[config.mk]
export PLATFORM = sky130hd
export DESIGN_NAME = alu_seq_flat
export DESIGN_NICKNAME = d
export VERILOG_FILES = /design/src/rtl/alu_seq_if.sv /design/src/rtl/alu_seq.sv /design/src/flat_wrapper.sv
export SDC_FILE = /design/constraint.sdc
export NUM_CORES = 1
export LEC_CHECK = 0
export CAP_MARGIN = 20
export CORE_AREA = 8 8 100 102
export DETAILED_ROUTE_END_ITERATION = 12
export DIE_AREA = 0 0 108 110
export PLACE_DENSITY_LB_ADDON = 0.12
export SYNTH_ARGS = -nofsm -noshare
export SYNTH_HDL_FRONTEND = slang
export SYNTH_SLANG_ARGS = --single-unit
[constraint.sdc]
create_clock -name clk -period 4.8 [get_ports clk]
set_input_delay 0.72 -clock clk [delete_from_list [all_inputs] [get_ports clk]]
set_output_delay 0.72 -clock clk [all_outputs]
set_load 0.01 [all_outputs]
[src/rtl/alu_seq_if.sv]
// Purpose : operand/result handshake bundle for alu_seq (input and output valid/ready channels).
// Latency : none, wiring only.
// Backpressure: carries in_ready toward the source and out_ready from the consumer.
//
// Signals:
//   in_valid/in_ready  : operand channel handshake; a, b, opcode qualified by in_valid
//   out_valid/out_ready: result channel handshake; result, result_hi and flags qualified by out_valid
//   master = operand source / result consumer, slave = the ALU
interface alu_seq_if #(
   parameter int WIDTH = 8
);
   logic             in_valid;
   logic             in_ready;
   logic [WIDTH-1:0] a;
   logic [WIDTH-1:0] b;
   logic [3:0]       opcode;
   logic             out_valid;
   logic             out_ready;
   logic [WIDTH-1:0] result;
   logic [WIDTH-1:0] result_hi;
   logic             carry_flag;
   logic             zero_flag;
   logic             neg_flag;
   logic             ovf_flag;

   modport master (
      output in_valid, a, b, opcode, out_ready,
      input  in_ready, out_valid, result, result_hi,
             carry_flag, zero_flag, neg_flag, ovf_flag
   );

   modport slave (
      input  in_valid, a, b, opcode, out_ready,
      output in_ready, out_valid, result, result_hi,
             carry_flag, zero_flag, neg_flag, ovf_flag
   );
endinterface

[src/rtl/alu_seq.sv]
// Purpose : WIDTH-bit clocked ALU, 16-entry opcode map, iterative MUL (shift-add) and DIV (restoring).
// Latency : 1 cycle accept->out_valid for single-cycle ops and DIV by zero; WIDTH+1 for MUL and DIV.
// Backpressure: result held in DONE until out_ready; in_ready only in IDLE, so at most 1 op per 2 cycles.
//
// Ports:
//   clk   : rising-edge clock
//   rst_n : asynchronous active-low reset; aborts any operation in flight
//   bus   : alu_seq_if slave modport (operand channel in, result/flags channel out)
module alu_seq #(
   parameter int WIDTH = 8
) (
   input  logic       clk,
   input  logic       rst_n,
   alu_seq_if.slave   bus
);

   localparam int CW = $clog2(WIDTH + 1);

   localparam logic [3:0] OP_ADD  = 4'b0000;
   localparam logic [3:0] OP_SUB  = 4'b0001;
   localparam logic [3:0] OP_AND  = 4'b0010;
   localparam logic [3:0] OP_OR   = 4'b0011;
   localparam logic [3:0] OP_NOT  = 4'b0100;
   localparam logic [3:0] OP_MUL  = 4'b0101;
   localparam logic [3:0] OP_DIV  = 4'b0110;
   localparam logic [3:0] OP_XOR  = 4'b0111;
   localparam logic [3:0] OP_LSL  = 4'b1000;
   localparam logic [3:0] OP_LSR  = 4'b1001;
   localparam logic [3:0] OP_ASR  = 4'b1010;
   localparam logic [3:0] OP_ROL  = 4'b1011;
   localparam logic [3:0] OP_ROR  = 4'b1100;
   localparam logic [3:0] OP_PASS = 4'b1111;

   typedef enum logic [1:0] {
      IDLE = 2'd0,
      BUSY = 2'd1,
      DONE = 2'd2
   } state_t;

   state_t           state_q;
   state_t           state_nx;

   // captured operation context for the iterative units
   logic [3:0]       op_code_q;
   logic [WIDTH-1:0] op_b_q;
   logic [CW-1:0]    cnt_q;

   // MUL: {hi_q,lo_q} is the partial product, lo_q shifting out multiplier bits.
   // DIV: hi_q is the partial remainder, lo_q shifts dividend bits out and quotient bits in.
   logic [WIDTH-1:0] hi_q;
   logic [WIDTH-1:0] lo_q;

   // registered outputs
   logic [WIDTH-1:0] res_q;
   logic [WIDTH-1:0] res_hi_q;
   logic             carry_q;
   logic             zero_q;
   logic             neg_q;
   logic             ovf_q;

   logic             accept;
   logic             iter_op;
   logic             last_iter;

   // single-cycle datapath, evaluated on the live inputs at the accept edge
   logic [WIDTH-1:0] sc_res;
   logic [WIDTH-1:0] sc_hi;
   logic             sc_c;
   logic             sc_v;

   // one step of the iterative units
   logic [WIDTH:0]   mul_sum;
   logic [WIDTH-1:0] mul_hi_nx;
   logic [WIDTH-1:0] mul_lo_nx;
   logic [WIDTH:0]   div_shift;
   logic             div_ge;
   logic [WIDTH-1:0] div_diff;
   logic [WIDTH-1:0] div_hi_nx;
   logic [WIDTH-1:0] div_lo_nx;
   logic [WIDTH-1:0] it_hi;
   logic [WIDTH-1:0] it_lo;
   logic             it_is_mul;

   assign accept    = bus.in_valid && (state_q == IDLE);
   // DIV by zero short-circuits to a single-cycle result
   assign iter_op   = (bus.opcode == OP_MUL) ||
                      ((bus.opcode == OP_DIV) && (bus.b != '0));
   assign last_iter = (cnt_q == CW'(1));
   assign it_is_mul = (op_code_q == OP_MUL);

   // ------------------------------------------------------------------
   // FSM
   // ------------------------------------------------------------------
   always_ff @(posedge clk or negedge rst_n) begin
      if (!rst_n) begin
         state_q <= IDLE;
      end else begin
         state_q <= state_nx;
      end
   end

   always_comb begin
      state_nx      = state_q;
      bus.in_ready  = 1'b0;
      bus.out_valid = 1'b0;
      case (state_q)
         IDLE: begin
            bus.in_ready = 1'b1;
            if (bus.in_valid) begin
               state_nx = iter_op ? BUSY : DONE;
            end
         end
         BUSY: begin
            if (last_iter) begin
               state_nx = DONE;
            end
         end
         DONE: begin
            bus.out_valid = 1'b1;
            // no re-accept in the handshake cycle; in_ready returns next cycle
            if (bus.out_ready) begin
               state_nx = IDLE;
            end
         end
         default: begin
            state_nx = IDLE;
         end
      endcase
   end

   // ------------------------------------------------------------------
   // Single-cycle operations
   // ------------------------------------------------------------------
   always_comb begin
      sc_res = '0;
      sc_hi  = '0;
      sc_c   = 1'b0;
      sc_v   = 1'b0;
      case (bus.opcode)
         OP_ADD: begin
            {sc_c, sc_res} = {1'b0, bus.a} + {1'b0, bus.b};
            sc_v = (bus.a[WIDTH-1] == bus.b[WIDTH-1]) &&
                   (sc_res[WIDTH-1] != bus.a[WIDTH-1]);
         end
         OP_SUB: begin
            sc_res = bus.a - bus.b;
            sc_c   = (bus.a < bus.b);
            sc_v   = (bus.a[WIDTH-1] != bus.b[WIDTH-1]) &&
                     (sc_res[WIDTH-1] != bus.a[WIDTH-1]);
         end
         OP_AND:  sc_res = bus.a & bus.b;
         OP_OR:   sc_res = bus.a | bus.b;
         OP_NOT:  sc_res = ~bus.a;
         OP_XOR:  sc_res = bus.a ^ bus.b;
         OP_LSL:  sc_res = {bus.a[WIDTH-2:0], 1'b0};
         OP_LSR:  sc_res = {1'b0, bus.a[WIDTH-1:1]};
         OP_ASR:  sc_res = {bus.a[WIDTH-1], bus.a[WIDTH-1:1]};
         OP_ROL:  sc_res = {bus.a[WIDTH-2:0], bus.a[WIDTH-1]};
         OP_ROR:  sc_res = {bus.a[0], bus.a[WIDTH-1:1]};
         OP_PASS: sc_res = bus.a;
         OP_DIV: begin
            // only reached with b == 0: quotient 0, remainder a, carry flags the fault
            sc_hi = bus.a;
            sc_c  = 1'b1;
         end
         default: begin
            sc_res = '0;
         end
      endcase
   end

   // ------------------------------------------------------------------
   // Iteration step (MUL shift-add / DIV restoring)
   // ------------------------------------------------------------------
   always_comb begin
      mul_sum   = {1'b0, hi_q} + (lo_q[0] ? {1'b0, op_b_q} : '0);
      mul_hi_nx = mul_sum[WIDTH:1];
      mul_lo_nx = {mul_sum[0], lo_q[WIDTH-1:1]};

      div_shift = {hi_q, lo_q[WIDTH-1]};
      div_ge    = (div_shift >= {1'b0, op_b_q});
      // when div_ge holds the difference is below b, so WIDTH bits suffice
      div_diff  = div_shift[WIDTH-1:0] - op_b_q;
      div_hi_nx = div_ge ? div_diff : div_shift[WIDTH-1:0];
      div_lo_nx = {lo_q[WIDTH-2:0], div_ge};

      it_hi = it_is_mul ? mul_hi_nx : div_hi_nx;
      it_lo = it_is_mul ? mul_lo_nx : div_lo_nx;
   end

   // ------------------------------------------------------------------
   // Datapath and output registers
   // ------------------------------------------------------------------
   always_ff @(posedge clk or negedge rst_n) begin
      if (!rst_n) begin
         op_code_q <= '0;
         op_b_q    <= '0;
         cnt_q     <= '0;
         hi_q      <= '0;
         lo_q      <= '0;
         res_q     <= '0;
         res_hi_q  <= '0;
         carry_q   <= 1'b0;
         zero_q    <= 1'b1;
         neg_q     <= 1'b0;
         ovf_q     <= 1'b0;
      end else if (accept) begin
         op_code_q <= bus.opcode;
         op_b_q    <= bus.b;
         if (iter_op) begin
            hi_q  <= '0;
            lo_q  <= bus.a;
            cnt_q <= CW'(WIDTH);
         end else begin
            res_q    <= sc_res;
            res_hi_q <= sc_hi;
            carry_q  <= sc_c;
            zero_q   <= (sc_res == '0);
            neg_q    <= sc_res[WIDTH-1];
            ovf_q    <= sc_v;
         end
      end else if (state_q == BUSY) begin
         hi_q  <= it_hi;
         lo_q  <= it_lo;
         cnt_q <= cnt_q - CW'(1);
         // the final step lands straight in the output registers
         if (last_iter) begin
            res_q    <= it_lo;
            res_hi_q <= it_hi;
            carry_q  <= it_is_mul && (it_hi != '0);
            zero_q   <= (it_lo == '0);
            neg_q    <= it_lo[WIDTH-1];
            ovf_q    <= 1'b0;
         end
      end
   end

   assign bus.result     = res_q;
   assign bus.result_hi  = res_hi_q;
   assign bus.carry_flag = carry_q;
   assign bus.zero_flag  = zero_q;
   assign bus.neg_flag   = neg_q;
   assign bus.ovf_flag   = ovf_q;

endmodule

[src/flat_wrapper.sv]
// flat-port wrapper written by rule: the top's interface ports become plain ports
module alu_seq_flat 
#(
   parameter int WIDTH = 8
)
  (clk, rst_n, bus_in_valid, bus_a, bus_b, bus_opcode, bus_out_ready, bus_in_ready, bus_out_valid, bus_result, bus_result_hi, bus_carry_flag, bus_zero_flag, bus_neg_flag, bus_ovf_flag);
  alu_seq_if #(.WIDTH(WIDTH)) bus_i ();
  input  logic clk;
  input  logic rst_n;
  input wire logic [$bits(bus_i.in_valid)-1:0] bus_in_valid;
  input wire logic [$bits(bus_i.a)-1:0] bus_a;
  input wire logic [$bits(bus_i.b)-1:0] bus_b;
  input wire logic [$bits(bus_i.opcode)-1:0] bus_opcode;
  input wire logic [$bits(bus_i.out_ready)-1:0] bus_out_ready;
  output wire logic [$bits(bus_i.in_ready)-1:0] bus_in_ready;
  output wire logic [$bits(bus_i.out_valid)-1:0] bus_out_valid;
  output wire logic [$bits(bus_i.result)-1:0] bus_result;
  output wire logic [$bits(bus_i.result_hi)-1:0] bus_result_hi;
  output wire logic [$bits(bus_i.carry_flag)-1:0] bus_carry_flag;
  output wire logic [$bits(bus_i.zero_flag)-1:0] bus_zero_flag;
  output wire logic [$bits(bus_i.neg_flag)-1:0] bus_neg_flag;
  output wire logic [$bits(bus_i.ovf_flag)-1:0] bus_ovf_flag;
  assign bus_i.in_valid = bus_in_valid;
  assign bus_i.a = bus_a;
  assign bus_i.b = bus_b;
  assign bus_i.opcode = bus_opcode;
  assign bus_i.out_ready = bus_out_ready;
  assign bus_in_ready = bus_i.in_ready;
  assign bus_out_valid = bus_i.out_valid;
  assign bus_result = bus_i.result;
  assign bus_result_hi = bus_i.result_hi;
  assign bus_carry_flag = bus_i.carry_flag;
  assign bus_zero_flag = bus_i.zero_flag;
  assign bus_neg_flag = bus_i.neg_flag;
  assign bus_ovf_flag = bus_i.ovf_flag;
  alu_seq #(.WIDTH(WIDTH)) u_core (.clk(clk), .rst_n(rst_n), .bus(bus_i));
endmodule
==> results.toml, run 1 <==
[run_status]
outcome = "complete, no violations"

[synthesis]
synth_flop_cell = "dfrtp_1"
synth_top_family_by_area = "compound AO/OA/AOI/OAI gates"
synthTopCellsByArea = "dfrtp_1, ha_1, nand2_1"
syn-mean-instance-area_sq_um = 8.02
muxShareOfSynthArea_pct = 3.31
synth_edf_count = 0
syn_area_sq_um = 5110
netlist_instances = 637
synth-xor-area-share_pct = 1.37
async_reset_ff_share_pct = 100
ys_ff_latch = 53
synth-compound-area-share_pct = 29.2
synthSimpleGateAreaFrac_pct = 21.2
synth_largest_area_cell = "dfrtp_1"
ys.warnings.count = 0
synth_top_area_share_pct = 25.5
syn-num-nets = 708
synth_fa_ha_area_share_pct = 12.1
synth_cell_types = 83
yosysSeqAreaShare_pct = 26.0

[die]
die_w_um = 108
coreArea_sq_um = 8470
num_io_pins = 46
die_area_sq_um = 11900
initial_core_util_pct = 60.3
dieHeight_um = 110
rows = 34

[placement]
dpl.hpwl_um = 11900
place_area_sq_um = 5590
placed_cells = 761
gp_congestion = 0.970
portBuffers = 45

[global_routing]
grt_pass1_vias = 4930
grt_max_degree = 54
grt_overflow_total = 0
grt_antenna_before_repair = 0
grt_pass1_wl_um = 25100
track_usage_pct = 26.7

[clock_network]
holdBufCountCts = 0
clk_pin_slew_worst_paths_ns = 0.10
post_cts_resized = 0
clockBufferDepth = 2
clkSinkCount = 53
h-tree-depth = 2
post_cts_buffers = 0
cts_tree = "done"
cts_root_buf = "clkbuf_8"
cts_buffers = 5
clk-insertion-delay-late_ns = 0.32

[drt]
first_iter_violations = 377
drt-wirelength-per-cell_um = 20.4
ant_nets = 0
vias_per_cell = 6.59
firstDrtPassIters = 5
num_vias = 5071
routed_wl_um = 15700
drcViolationCount = 0

[cells_and_area]
final_common_cell = "nand2_1"
design_area_sq_um = 5680
nNetsFinal = 731
layout.cells.non_filler = 769
area_delta_synth_final_pct = 11.2
post_route_cells_drive_above_1_share_pct = 7.41
final_cell_mix = "nand2_1, o21ai_0, dfrtp_1, inv_1, clkdlybuf4s50_1"
diodes = 0

[worst_setup_path]
r2r_cells = 9
r2r_start = "u_core.lo_q[0]$_DFFE_PN0P_"
critical_path_arrival_ns = 3.73
crit_path_max_fanout = 6
startpoint_type = "primary input"
critical_path_class = "primary input to flip-flop"
reg2reg_to = "u_core.bus.result_hi[4]$_DFFE_PN0P_"
required_ns = 5.05
endpoint_kind = "flip-flop"
rrSetupSlack_ns = 1.84

[power]
pwr-share-clk_pct = 8.6
p_seq_share_pct = 25.6
intPower_mw = 1.65
p_leak_nw = 2.47
p_sw_share_pct = 49.1
irDropWorstVdd_v = 0.000220
comb_power_share_pct = 65.8
power_switching_mw = 1.59
total_power_mw = 3.25
power_per_cell_area_nw_per_um2 = 571

[timing]
worst_slew_pin_slew_ns = 1.01
fin_tns_setup_ns = 0
setup_viol = 0
finalHoldViolCount = 0
fin_hold_ws_ns = 0.492
rsz0062_at_grt = "no"
drv_slew = 0
fin_worst_skew_ns = 0.00933
fin_crit_sh_pct = 72.5
relSlewSlack_pct = 32.2
max_freq_ghz = 0.287
post-route-min-period_ns = 3.48

[flow_run]
cap_violations = 0

[worst_hold_path]
min_path_type = "primary input to asynchronous set/reset pin"
[metrics by stage]
step / setup WS (ns) / util [%]
after detailed placement: 0.997 / 66.0
after CTS: 1.32 / 67.1
final: 1.32 / 67.1
after global placement: 1.07 / 66.0
after floorplan: 1.85 / -
after global routing: 1.07 / 67.1
[area by class of cell]
class                      count  area (sq um)
inverter                      46           173
clock buffer                   5          68.8
tap                          108           135
timing repair buffer          53           505
clock inverter                 3          26.3
sequential                    53          1330
fill                         715          2780
multi-input combinational    501          3450
[cell usage after synthesis (all sizes together), types with 4 or more instances]
library cell	instances
a211o	6
a211oi	9
a21o	6
a21oi	38
a221o	10
a221oi	6
a22o	6
and2	12
and3	5
buf	15
clkbuf	22
dfrtp	52
fa	4
ha	43
inv	46
mux2	5
mux2i	9
nand2	81
nand2b	6
nand3	20
nand4	4
nor2	38
nor2b	11
nor3	21
nor3b	4
nor4	7
o211ai	13
o21a	6
o21ai	59
o22ai	7
xnor2	6
[cells by family (layout without fill, tap and decap cells)]
kind of cell,count (synthesis),in the layout
xor+xnor,8,8
simple gates,222,222
buf+inv,83,107
mux,15,15
fa+ha+maj,47,47
flops,53,53
compound gates,209,209
[power groups by stage]
stage | registers, mW | clock network (mW) | logic, mW
after floorplan | 0.805 | 0 | 1.45
after global placement | 0.824 | 0 | 2.05
after detailed placement | 0.834 | 0 | 2.10
after CTS | 0.824 | 0.277 | 2.11
after global routing | 0.849 | 0.297 | 2.32
final | 0.831 | 0.280 | 2.14
[how the worst max path moves through the flow]
stage	startpoint	endpoint	slack, ns	cells after the start
after floorplan	bus_a[0]	u_core.bus.zero_flag$_DFFE_PN1P_	1.85	10
after global placement	bus_a[0]	u_core.bus.zero_flag$_DFFE_PN1P_	1.07	11
after detailed placement	bus_a[0]	u_core.bus.zero_flag$_DFFE_PN1P_	1.0	11
after CTS	bus_a[0]	u_core.bus.zero_flag$_DFFE_PN1P_	1.32	11
after global routing	bus_a[4]	u_core.bus.result[7]$_DFFE_PN0P_	1.07	10
final	bus_a[0]	u_core.bus.zero_flag$_DFFE_PN1P_	1.32	11
[worst max-delay path, stage by stage]
cell             delay [ns]
clkdlybuf4s50_1        0.59
inv_1                  0.15
ha_1                   0.24
fa_1                   0.49
inv_1                  0.04
mux4_2                 0.45
a221o_1                0.35
a221o_1                0.28
nor2_1                 0.10
nand4_1                0.13
o211ai_2               0.20
[state kept, by name, summed over array words and instances (netlist names)]
name,cells
u_core.hi_q,8
u_core.bus.result_hi,8
u_core.bus.result,8
u_core.bus.zero_flag,1
u_core.bus.ovf_flag,1
u_core.bus.carry_flag,1
u_core.cnt_q,4
u_core.lo_q,8
u_core.op_code_q,4
u_core.state_q,2
u_core.op_b_q,8
[per-layer routing]
metal	global-route usage, %	wire length [um]	vias to the layer above
met4	15.1	760	0
met1	31.5	6310	2414
met5	0	0	-
li1	-	-	2370
met3	3.78	928	58
met2	45.7	7690	229
Power figures use the tool's default switching activity.
==> inputs of run 2 (changes only) <==
--- a/config.mk
+++ b/config.mk
@@ -6,9 +6,9 @@
 export NUM_CORES = 1
 export LEC_CHECK = 0
 export CAP_MARGIN = 20
-export CORE_AREA = 8 8 100 102
+export CORE_AREA = 8 8 107 109
 export DETAILED_ROUTE_END_ITERATION = 12
-export DIE_AREA = 0 0 108 110
+export DIE_AREA = 0 0 115 117
 export PLACE_DENSITY_LB_ADDON = 0.12
 export SYNTH_ARGS = -nofsm -noshare
 export SYNTH_HDL_FRONTEND = slang
==> constraint.sdc (replaced) <==
create_clock -name clk -period 2.9 [get_ports clk]
set_input_delay 0.435 -clock clk [delete_from_list [all_inputs] [get_ports clk]]
set_output_delay 0.435 -clock clk [all_outputs]
set_load 0.01 [all_outputs]
==> results.toml, run 2 (synthesis gave the netlist of run 1 again) <==
[drt]
vias_per_cell = 6.08
drcViolationCount = 0
num_vias = 5344
drt-wirelength-per-cell_um = 18.9
first_iter_violations = 409
routed_wl_um = 16600
firstDrtPassIters = 5
ant_nets = 0

[clock_network]
h-tree-depth = 2
clkSinkCount = 53
cts_root_buf = "clkbuf_8"
clk-insertion-delay-late_ns = 0.31
holdBufCountCts = 0
clockBufferDepth = 2
cts_buffers = 5
cts_tree = "done"
clk_pin_slew_worst_paths_ns = 0.10

[cells_and_area]
area_delta_synth_final_pct = 25.5
nNetsFinal = 813
post_route_cells_drive_above_1_share_pct = 19.4
diodes = 0
final_common_cell = "buf_4"
final_cell_mix = "buf_4, nand2_1, o21ai_0, dfrtp_1, inv_1"

[die]
die_area_sq_um = 13500
initial_core_util_pct = 51.6
coreArea_sq_um = 9910
num_io_pins = 46
dieHeight_um = 117
rows = 37
die_w_um = 115

[worst_hold_path]
min_path_type = "primary input to asynchronous set/reset pin"

[timing]
relSlewSlack_pct = 54.9
fin_crit_sh_pct = 97.8
post-route-min-period_ns = 2.84
finalHoldViolCount = 0
fin_hold_ws_ns = 0.213
fin_tns_setup_ns = 0
fin_worst_skew_ns = 0.00697
max_freq_ghz = 0.353
setup_viol = 0
worst_slew_pin_slew_ns = 0.676
drv_slew = 0

[worst_setup_path]
endpoint_kind = "flip-flop"
reg2reg_to = "u_core.bus.carry_flag$_DFFE_PN0P_"
rrSetupSlack_ns = 0.12
startpoint_type = "primary input"
r2r_start = "u_core.lo_q[0]$_DFFE_PN0P_"
critical_path_arrival_ns = 3.08
crit_path_max_fanout = 3
required_ns = 3.14
critical_path_class = "primary input to flip-flop"
r2r_cells = 10

[global_routing]
track_usage_pct = 24.8
grt_overflow_total = 0
grt_max_degree = 54
grt_antenna_before_repair = 0
grt_pass1_wl_um = 26400
grt_pass1_vias = 5190

[placement]
portBuffers = 45
gp_congestion = 0.932
dpl.hpwl_um = 13300

[power]
irDropWorstVdd_v = 0.000515
p_leak_nw = 2.89
power_per_cell_area_nw_per_um2 = 890

[run_status]
outcome = "complete, no violations"

[flow_run]
cap_violations = 0
[run 2: cell count changes in the layout (fill, tap and decap cells not counted), moves of 2 or more]
cell             before  now
buf_4                 8   88
a21oi_1              37   32
a21oi_2               1    6
ha_1                 43   39
ha_2                  0    3
a221oi_1              6    4
a221oi_2              0    2
clkdlybuf4s50_1      44   42
dlygate4sd2_1         0    2
[run 2: worst max-delay path by stage]
| stage | start | endpoint | cells after the start |
|---|---|---|---|
| final | bus_b[1] | u_core.bus.zero_flag$_DFFE_PN1P_ | 10 |
| after global routing | u_core.lo_q[0]$_DFFE_PN0P_ | u_core.bus.carry_flag$_DFFE_PN0P_ | 10 |
| after CTS | u_core.lo_q[0]$_DFFE_PN0P_ | u_core.bus.carry_flag$_DFFE_PN0P_ | 10 |
| after detailed placement | bus_a[0] | u_core.bus.zero_flag$_DFFE_PN1P_ | 11 |
| after global placement | bus_a[0] | u_core.bus.zero_flag$_DFFE_PN1P_ | 11 |
| after floorplan | bus_a[0] | u_core.bus.zero_flag$_DFFE_PN1P_ | 10 |
[run 2: layout make-up]
cell class,instances,area [sq um]
Fill cell,890,3500
Clock inverter,3,25.0
Multi-Input combinational cell,501,3510
Timing Repair Buffer,135,1130
Clock buffer,5,68.8
Inverter,46,173
Sequential cell,53,1330
Tap cell,136,170
[run 2: through the flow]
stage | power (mW) | area (sq um) | instances | setup slack, ns | utilization (%)
2_1_floorplan | 3.73 | 5110 | 637 | 0.240 | -
3_3_place_gp | 5.02 | 6240 | 870 | -0.357 | 63.0
3_5_place_dp | 5.11 | 6240 | 870 | -0.414 | 63.0
4_1_cts | 5.56 | 6350 | 878 | 0.0482 | 64.1
5_1_grt | 6.12 | 6410 | 879 | -0.00619 | 64.7
6_report | 5.71 | 6410 | 879 | 0.0645 | 64.7
[run 2: power breakdown]
| part | internal (mW) | switching, mW |
|---|---|---|
| logic | 1.76 | 2.16 |
| clock network | 0.175 | 0.266 |
| registers | 1.06 | 0.286 |
[run 2: critical path, cell delays in order]
cell	delay [ns]
clkdlybuf4s50_1	0.44
buf_4	0.17
fa_1	0.54
inv_1	0.04
mux4_2	0.47
a221o_1	0.33
a221o_1	0.29
nor2_1	0.10
nand4_1	0.11
o211ai_2	0.16
[run 2: per-layer routing]
layer	routed length (um)	up-vias	global-route usage, %
met5	0	-	0
met4	578	0	10.4
met3	893	49	2.82
met2	8590	202	44.8
met1	6590	2554	29.3
li1	-	2539	-
[run 2: what timing repair did]
item,in CTS,in global routing
pin swaps,3,1
resized for setup,6,11
buffers inserted,0,1
setup endpoints to repair,1,10
